`src/rtl/lock_pkg.sv`:
```
// Shared types and widths for the keypad lock controller.
// Imported by the tick detector and the lock FSM.
package lock_pkg;
  typedef enum logic [2:0] {
    ENTRY,
    CHECK,
    OPEN,
    PROG,
    LOCKOUT
  } state_t;

  localparam int TIME_W = 8;
  localparam int CNT_W  = 3;
  localparam int FAIL_W = 2;
endpackage

```
`src/rtl/tick_edge.sv`:
```
// Rising-edge detector on the slow divided clock level.
// Produces a one-clk-wide tick for each 0->1 transition.
module tick_edge (
  input  logic clk,
  input  logic reset,
  input  logic tick_in,
  output logic tick
);
  logic tick_q;

  always_ff @(posedge clk) begin
    if (reset) tick_q <= 1'b0;
    else       tick_q <= tick_in;
  end

  assign tick = tick_in & ~tick_q;
endmodule

```
`src/rtl/lock_ctrl_fsm.sv`:
```
// Keypad lock controller: digit capture, code check, unlock
// window, failed-attempt lockout and code reprogramming.
module lock_ctrl_fsm
  import lock_pkg::*;
#(
  parameter int NUM_DIGITS = 4,
  parameter int DIGIT_W = 4,
  parameter logic [NUM_DIGITS*DIGIT_W-1:0] DEFAULT_CODE = 16'h1234,
  parameter int UNLOCK_TICKS = 5,
  parameter int LOCKOUT_TICKS = 10,
  parameter int MAX_FAILS = 3
) (
  input  logic               clk,
  input  logic               reset,
  input  logic               tick_in,
  input  logic               key_valid,
  input  logic [DIGIT_W-1:0] key_digit,
  input  logic               key_enter,
  input  logic               key_clear,
  input  logic               prog_req,
  output logic               unlocked,
  output logic               locked_out,
  output logic               prog_mode,
  output logic               err_pulse,
  output logic [CNT_W-1:0]   digit_count,
  output logic [FAIL_W-1:0]  fail_count,
  output logic [TIME_W-1:0]  time_left
);
  localparam int CODE_W = NUM_DIGITS * DIGIT_W;
  localparam logic [CNT_W-1:0]  FULL     = CNT_W'(NUM_DIGITS);
  localparam logic [FAIL_W-1:0] FAIL_LIM = FAIL_W'(MAX_FAILS);
  localparam logic [TIME_W-1:0] T_OPEN   = TIME_W'(UNLOCK_TICKS);
  localparam logic [TIME_W-1:0] T_LOCK   = TIME_W'(LOCKOUT_TICKS);

  state_t              state_q, state_n;
  logic [CODE_W-1:0]   entry_q, entry_n;
  logic [CODE_W-1:0]   code_q, code_n;
  logic [CNT_W-1:0]    cnt_q, cnt_n;
  logic [FAIL_W-1:0]   fail_q, fail_n, fail_inc;
  logic [TIME_W-1:0]   time_q, time_n;
  logic                err_q, err_n;
  logic                tick;

  tick_edge u_tick (
    .clk     (clk),
    .reset   (reset),
    .tick_in (tick_in),
    .tick    (tick)
  );

  always_ff @(posedge clk) begin
    if (reset) begin
      state_q <= ENTRY;
      entry_q <= '0;
      code_q  <= DEFAULT_CODE;
      cnt_q   <= '0;
      fail_q  <= '0;
      time_q  <= '0;
      err_q   <= 1'b0;
    end else begin
      state_q <= state_n;
      entry_q <= entry_n;
      code_q  <= code_n;
      cnt_q   <= cnt_n;
      fail_q  <= fail_n;
      time_q  <= time_n;
      err_q   <= err_n;
    end
  end

  always_comb begin
    state_n  = state_q;
    entry_n  = entry_q;
    code_n   = code_q;
    cnt_n    = cnt_q;
    fail_n   = fail_q;
    time_n   = time_q;
    err_n    = 1'b0;
    fail_inc = fail_q + 1'b1;
    unique case (state_q)
      ENTRY, PROG: begin
        if (key_clear) begin
          entry_n = '0;
          cnt_n   = '0;
        end else if (key_enter) begin
          if (state_q == ENTRY) begin
            state_n = CHECK;
          end else begin
            if (cnt_q == FULL) code_n = entry_q;
            else               err_n  = 1'b1;
            state_n = ENTRY;
            entry_n = '0;
            cnt_n   = '0;
          end
        end else if (key_valid && (cnt_q < FULL)) begin
          entry_n = (entry_q << DIGIT_W) | CODE_W'(key_digit);
          cnt_n   = cnt_q + 1'b1;
        end
      end
      CHECK: begin
        entry_n = '0;
        cnt_n   = '0;
        if ((cnt_q == FULL) && (entry_q == code_q)) begin
          fail_n  = '0;
          time_n  = T_OPEN;
          state_n = OPEN;
        end else begin
          err_n = 1'b1;
          if (fail_inc == FAIL_LIM) begin
            fail_n  = '0;
            time_n  = T_LOCK;
            state_n = LOCKOUT;
          end else begin
            fail_n  = fail_inc;
            state_n = ENTRY;
          end
        end
      end
      OPEN, LOCKOUT: begin
        // prog_req wins over a coincident tick; the window is abandoned
        if ((state_q == OPEN) && prog_req) begin
          time_n  = '0;
          entry_n = '0;
          cnt_n   = '0;
          state_n = PROG;
        end else if (tick) begin
          if (time_q <= 8'd1) begin
            time_n  = '0;
            entry_n = '0;
            cnt_n   = '0;
            state_n = ENTRY;
          end else begin
            time_n = time_q - 1'b1;
          end
        end
      end
      default: state_n = ENTRY;
    endcase
  end

  assign unlocked    = (state_q == OPEN);
  assign locked_out  = (state_q == LOCKOUT);
  assign prog_mode   = (state_q == PROG);
  assign err_pulse   = err_q;
  assign digit_count = cnt_q;
  assign fail_count  = fail_q;
  assign time_left   = time_q;
endmodule

```
`config.mk`:
```
export PLATFORM = sky130hd
export DESIGN_NAME = lock_ctrl_fsm
export DESIGN_NICKNAME = d
export VERILOG_FILES = /design/src/rtl/lock_pkg.sv /design/src/rtl/tick_edge.sv /design/src/rtl/lock_ctrl_fsm.sv
export SDC_FILE = /design/constraint.sdc
export NUM_CORES = 1
export LEC_CHECK = 0
export ABC_AREA = 1
export CORE_ASPECT_RATIO = 1.5
export CORE_MARGIN = 1.5
export CORE_UTILIZATION = 50
export CTS_CLUSTER_SIZE = 12
export DETAILED_ROUTE_END_ITERATION = 12
export PLACE_DENSITY = 0.75
export SYNTH_ARGS = -nofsm -noshare
export SYNTH_HDL_FRONTEND = slang
export SYNTH_SLANG_ARGS = --single-unit
```
`constraint.sdc`:
```
create_clock -name clk -period 1.7 [get_ports clk]
set_input_delay 0.34 -clock clk [delete_from_list [all_inputs] [get_ports clk]]
set_output_delay 0.34 -clock clk [all_outputs]
set_load 0.02 [all_outputs]
```
==> flow_summary_export.csv, run 1 <==
group,metric,value,unit
cts,cts_tree,"done",
cts,numCtsBuffers,5,
synthesis,synth_common_cells,"93 x nand2_1, 57 x inv_1, 57 x nor2_1",
synthesis,ys.flop_type,"dfxtp_1",
die,die_area,5560,um2
synthesis,synth_area,2560,um2
die,io_pins,28,
global_routing,grt_pass1_wl,10.5,mm
critical_path,crit_fanout,8,
status,status,"finished with violations",
global_routing,grt_antenna_before_repair,0,
finish,fillers,352,
sta,tightest_slew,0.324,ns
power,leakagePower,1.71,nW
global_routing,grt_start_max_net_pins,20,
critical_path,critPathKind,"register to register",
die,fp-row-count,31,
power,vdd_drop_max,0.000700,V
synthesis,synth_area_per_cell,6.67,um2
synthesis,synth_edf_count,0,
route,wl,7.97,mm
die,die_w,61.4,um
synthesis,syn-num-nets,398,
critical_path,startpoint,"time_left[1]",
die,die_h,90.6,um
synthesis,yosysTopAreaCell,"dfxtp_1",
placed_design,gp_congestion,0.894,
route,route.detailed.drc,0,
critical_path,arrival,2.04,ns
synthesis,synth_most_common_cell,"nand2_1",
finish,final_layout_size_suffix_gt1_share,27.8,%
power,power.density,865,nW/um2
synthesis,ys_ff_latch,50,
route,route.vias.total,2816,
finish,antenna_cells,0,
sta,finalClockSkew,0.00698,ns
sta,final_max_slew_viol_count,0,
finish,nets,474,
cts,cts_sinks,50,
route,viasPerCell,5.35,
synthesis,synth_area_leaders,"dfxtp_1 39%, nand2_1 14%, inv_1 8.4%",
synthesis,synth_seq_area_share,39.2,%
global_routing,track_usage,24.4,%
sta,setup_slack,-0.136,ns
synthesis,yosys_warnings,0,
placed_design,pre_cts_slack,-0.334,ns
sta,fmax,545,MHz
cts,clk_latency,0.31,ns
global_routing,grt_overflow_total,0,
critical_path,endpoint_kind,"register",
synthesis,synth-async-reset-ratio,0,%
sta,finalHoldViolCount,0,
finish,area_growth,44.9,%
flow_run,cap_violations,0,
synthesis,synthDominantCellAreaShare,39.2,%
cts,clk_path_buf_depth,2,
synthesis,yosysUniqueCellTypes,31,
finish,final_cells,526,
synthesis,synthCells,383,
critical_path,required,1.90,ns
cts,path_clk_slew,0.09,ns
global_routing,grt_pass1_vias,2520,
route,drt_first_pass_iters,4,
route,routedWlPerCell,15.2,um
placed_design,dp.cells,499,
sta,setup_viol,21,
placed_design,io_buffers,27,
critical_path,rr_startpoint,"time_left[1]",
placed_design,dp_hpwl,4.37,mm
die,core_region_area,4890,um2
sta,rsz0062_at_grt,"true",
status,violations,"setup timing",
sta,period_needed,1.84,ns
critical_path,startpoint_type,"register",
cts,h-tree-depth,2,
cts,clockRootBuffer,"clkbuf_8",
route,drt_iter0_markers,185,
die,start_util,52.3,%
sta,fin_crit_sh,108,%
worst_hold_path,hold_start,"code_q[0]",
sta,relSlewSlack,78.4,%
route,ant_nets,0,
worst_hold_path,hp-class,"register to register",
## placed cells by master (no fill, tap or decap), drive strengths merged
cell / count
or2: 1
o21bai: 1
nand3: 22
nand4: 6
buf: 48
dfxtp: 50
clkdlybuf4s50: 15
dlygate4sd2: 3
a22oi: 1
o31ai: 1
bufinv: 1
nor3: 3
clkdlybuf4s15: 2
a21oi: 21
inv: 61
o21ai: 36
a31o: 1
o21a: 1
nor2: 59
o211ai: 6
xnor2: 2
nand2: 100
xor2: 1
ha: 4
dlymetal6s2s: 7
clkbuf: 7
## metrics by stage
step                      area (um2)  utilization (%)  hold slack, ns  total power [mW]  TNS [ns]
after CTS                       3350             68.5           0.488              2.95         0
after floorplan                 2570                -           0.450              1.84         0
after global placement          3130             64.0           0.462              2.09     -8.32
after global routing            3700             75.8           0.525              3.36     -4.68
after detailed placement        3130             64.0           0.476              2.11    -10.46
final                           3700             75.8           0.486              3.20     -1.78
## what timing repair did
action,4_1_cts,5_1_grt
cloned,1,4
pin swaps,3,30
endpoints found under the setup margin,32,55
gates resized for setup,16,80
buffers inserted,7,8
hold buffers,0,0
## area by class of cell
cell class,instances,area [um2],share of cell area [%]
Multi-Input combinational cell,266,1570,42.5
Clock inverter,1,30.0,0.811
Timing Repair Buffer,75,689,18.6
Clock buffer,7,76.3,2.06
Inverter,61,236,6.39
Sequential cell,50,1010,27.4
Tap cell,66,82.6,2.23
## cell families after synthesis
kind of cell             share of synthesized area, %
AND/OR/NAND/NOR                                  31.4
flip-flops                                       39.2
buffers and inverters                            11.5
XOR/XNOR                                         1.03
adder cells (fa/ha/maj)                          1.96
AO/OA/AOI/OAI                                    14.9
## sequential cells by signal (all words and copies together), names as in the netlist
name           cells
time_left          8
err_pulse          1
digit_count        3
code_q            16
state_q            3
fail_count         2
entry_q           16
u_tick.tick_q      1
## power breakdown
part           internal (mW)  switching, mW  leakage [nW]
Combinational          0.454          0.618          1.25
Sequential              1.24         0.0643         0.410
Clock                  0.441          0.387        0.0524
Total                   2.13           1.07          1.71
## worst paths after layout
path           endpoint  slack [ns]  cells past startpoint
min           code_q[0]        0.49                      2
min reg2reg   code_q[0]        0.49                      2
max          entry_q[2]       -0.14                     10
max reg2reg  entry_q[2]       -0.14                     10
## per-layer routing
layer / vias to the layer above / global-route usage, % / share of wire, %
li1: 1363 / - / -
met2: 87 / 44.8 / 55
met1: 1328 / 25.5 / 37
met3: 38 / 4.30 / 3.7
met4: 0 / 9.93 / 4.3
met5: - / 0 / 0
## worst max-delay path, cell delays in order, from the launching register on
cell and delay [ns]:
dfxtp_2 0.34, inv_4 0.09, ha_4 0.15, nor2_2 0.04, nor2_1 0.13, nand3_2 0.16
o21ai_4 0.30, buf_6 0.19, nand2_4 0.11, o21ai_1 0.16, nor2_1 0.05
(Power assumes the default switching activity.)
==> inputs of run 2 (changes only) <==
GPL_TIMING_DRIVEN = 0   (was unset)
==> flow_summary_export.csv, run 2 (same netlist as run 1, synthesis figures left out) <==
group,metric,value,unit
worst_hold_path,min_to,"u_tick.tick_q",
sta,rsz0062_at_grt,"true",
sta,relSlewSlack,63.8,%
finish,final_layout_size_suffix_gt1_share,26.1,%
cts,cts_sinks,50,
route,ant_nets,0,
cts,numCtsBuffers,5,
critical_path,crit_buf_inv,2,
route,routedWlPerCell,15.3,um
finish,final_common_cell,"nand2_1",
critical_path,reg2reg_depth,12,
sta,finalClockSkew,0.00748,ns
die,die_area,5560,um2
critical_path,regToRegEndpoint,"time_left[3]",
sta,timing.hold.ws,0.393,ns
global_routing,grt_pass1_vias,2313,
finish,final_core_util,74.4,%
placed_design,dp_hpwl,4.30,mm
sta,finalHoldViolCount,0,
worst_hold_path,hp-class,"input pin to register",
die,die_w,61.4,um
critical_path,critPathKind,"register to register",
cts,path_clk_slew,0.09,ns
global_routing,grt_pass1_wl,9.98,mm
finish,layout_common_cells,"86 x nand2_1, 51 x inv_1, 44 x nor2_1, 43 x dfxtp_1, 19 x buf_4",
power,vdd_drop_max,0.000536,V
sta,final_max_slew_viol_count,0,
sta,tightest_slew,0.543,ns
critical_path,critPathSlowestCell,"dfxtp_4",
critical_path,required,1.94,ns
sta,period_needed,1.75,ns
critical_path,arrival,1.99,ns
critical_path,cp_common_cell,"nor2_1",
worst_hold_path,holdPathStages,2,
route,wl,7.81,mm
route,viasPerCell,5.42,
die,fp-row-count,31,
power,finalPower,3.09,mW
global_routing,grt_antenna_before_repair,0,
worst_hold_path,hold_start,"reset",
die,die_h,90.6,um
sta,fin_crit_sh,103,%
cts,cts_tree,"done",
route,route.detailed.drc,0,
finish,area_growth,42.3,%
placed_design,io_buffers,26,
route,route.vias.total,2765,
die,io_pins,28,
power,leakagePower,1.61,nW
route,drt_first_pass_iters,5,
critical_path,endpoint_kind,"register",
critical_path,critPathTopFamily,"simple AND/OR/NAND/NOR gates",
global_routing,track_usage,23.2,%
sta,fmax,570,MHz
flow_run,cap_violations,0,
global_routing,grt_overflow_total,0,
cts,clk_path_buf_depth,2,
die,start_util,52.3,%
critical_path,regToRegSetupSlack,-0.05,ns
placed_design,pre_cts_slack,-0.605,ns
status,status,"finished with violations",
placed_design,gp_congestion,0.808,
sta,setup-tns-final,-0.202,ns
finish,antenna_cells,0,
sta,setup_slack,-0.0534,ns
cts,hold_buffers,0,
global_routing,grt_start_max_net_pins,14,
critical_path,crit_fanout,5,
power,power.density,849,nW/um2
status,violations,"setup timing",
critical_path,rr_startpoint,"time_left[0]",
cts,clockRootBuffer,"clkbuf_8",
critical_path,cpPeakStageDelay,0.39,ns
cts,clk_latency,0.30,ns
critical_path,cp_cell_sequence,"inv_4, ha_4, nor2_1, nor2_1, nand3_2, buf_4, nand2_1, nor2_4, o21ai_0, o21ai_0, nor2_1, nor2_1",
cts,h-tree-depth,2,
route,drt_iter0_markers,215,
sta,setup_viol,12,
finish,nets,459,
die,core_region_area,4890,um2
critical_path,startpoint_type,"register",
==> run 2: routing by layer <==
metal  vias to the layer above  wire length (um)  share of wire (%)  GRT usage [%]
met4                         0               328                4.2           6.91
met5                         -                 0                  0              0
met3                        29               318                4.1           3.44
met2                       107              4310                 55           43.1
met1                      1297              2860                 37           25.5
li1                       1332                 -                  -              -
==> run 2: timing repair <==
item | in CTS | in global routing
setup endpoints to repair | 47 | 47
cloned | 0 | 5
pin swaps | 6 | 21
endpoints found under the hold margin | 0 | 0
setup buffers | 9 | 14
gates resized for setup | 23 | 84
==> run 2: worst max-delay path by stage <==
stage	start	end	cells past startpoint
3_3_place_gp	key_enter	code_q[6]	8
3_5_place_dp	key_enter	code_q[1]	8
4_1_cts	time_left[6]	time_left[6]	1
5_1_grt	time_left[0]	time_left[3]	12
6_report	time_left[0]	time_left[3]	12
2_1_floorplan	digit_count[1]	time_left[0]	11
==> run 2: stage by stage <==
stage          std cells  cell area, um2
6_report             510            3640
5_1_grt              510            3640
4_1_cts              491            3110
3_5_place_dp         475            2920
3_3_place_gp         475            2920
2_1_floorplan        383            2570
==> run 2: report_power, final <==
part / total, mW / internal, mW / switching [mW]
Combinational: 1.11 / 0.496 / 0.610
Sequential: 1.32 / 1.24 / 0.0784
Clock: 0.664 / 0.284 / 0.379
==> run 2: final cells by class <==
cell class | instances | area, um2
fillers | 353 | 1250
multi-input cells | 263 | 1550
inverters | 61 | 239
repair buffers | 53 | 579
well taps | 66 | 82.6
plain buffers | 10 | 91.3
flip-flops and latches | 50 | 1020
clock buffers | 7 | 76.3
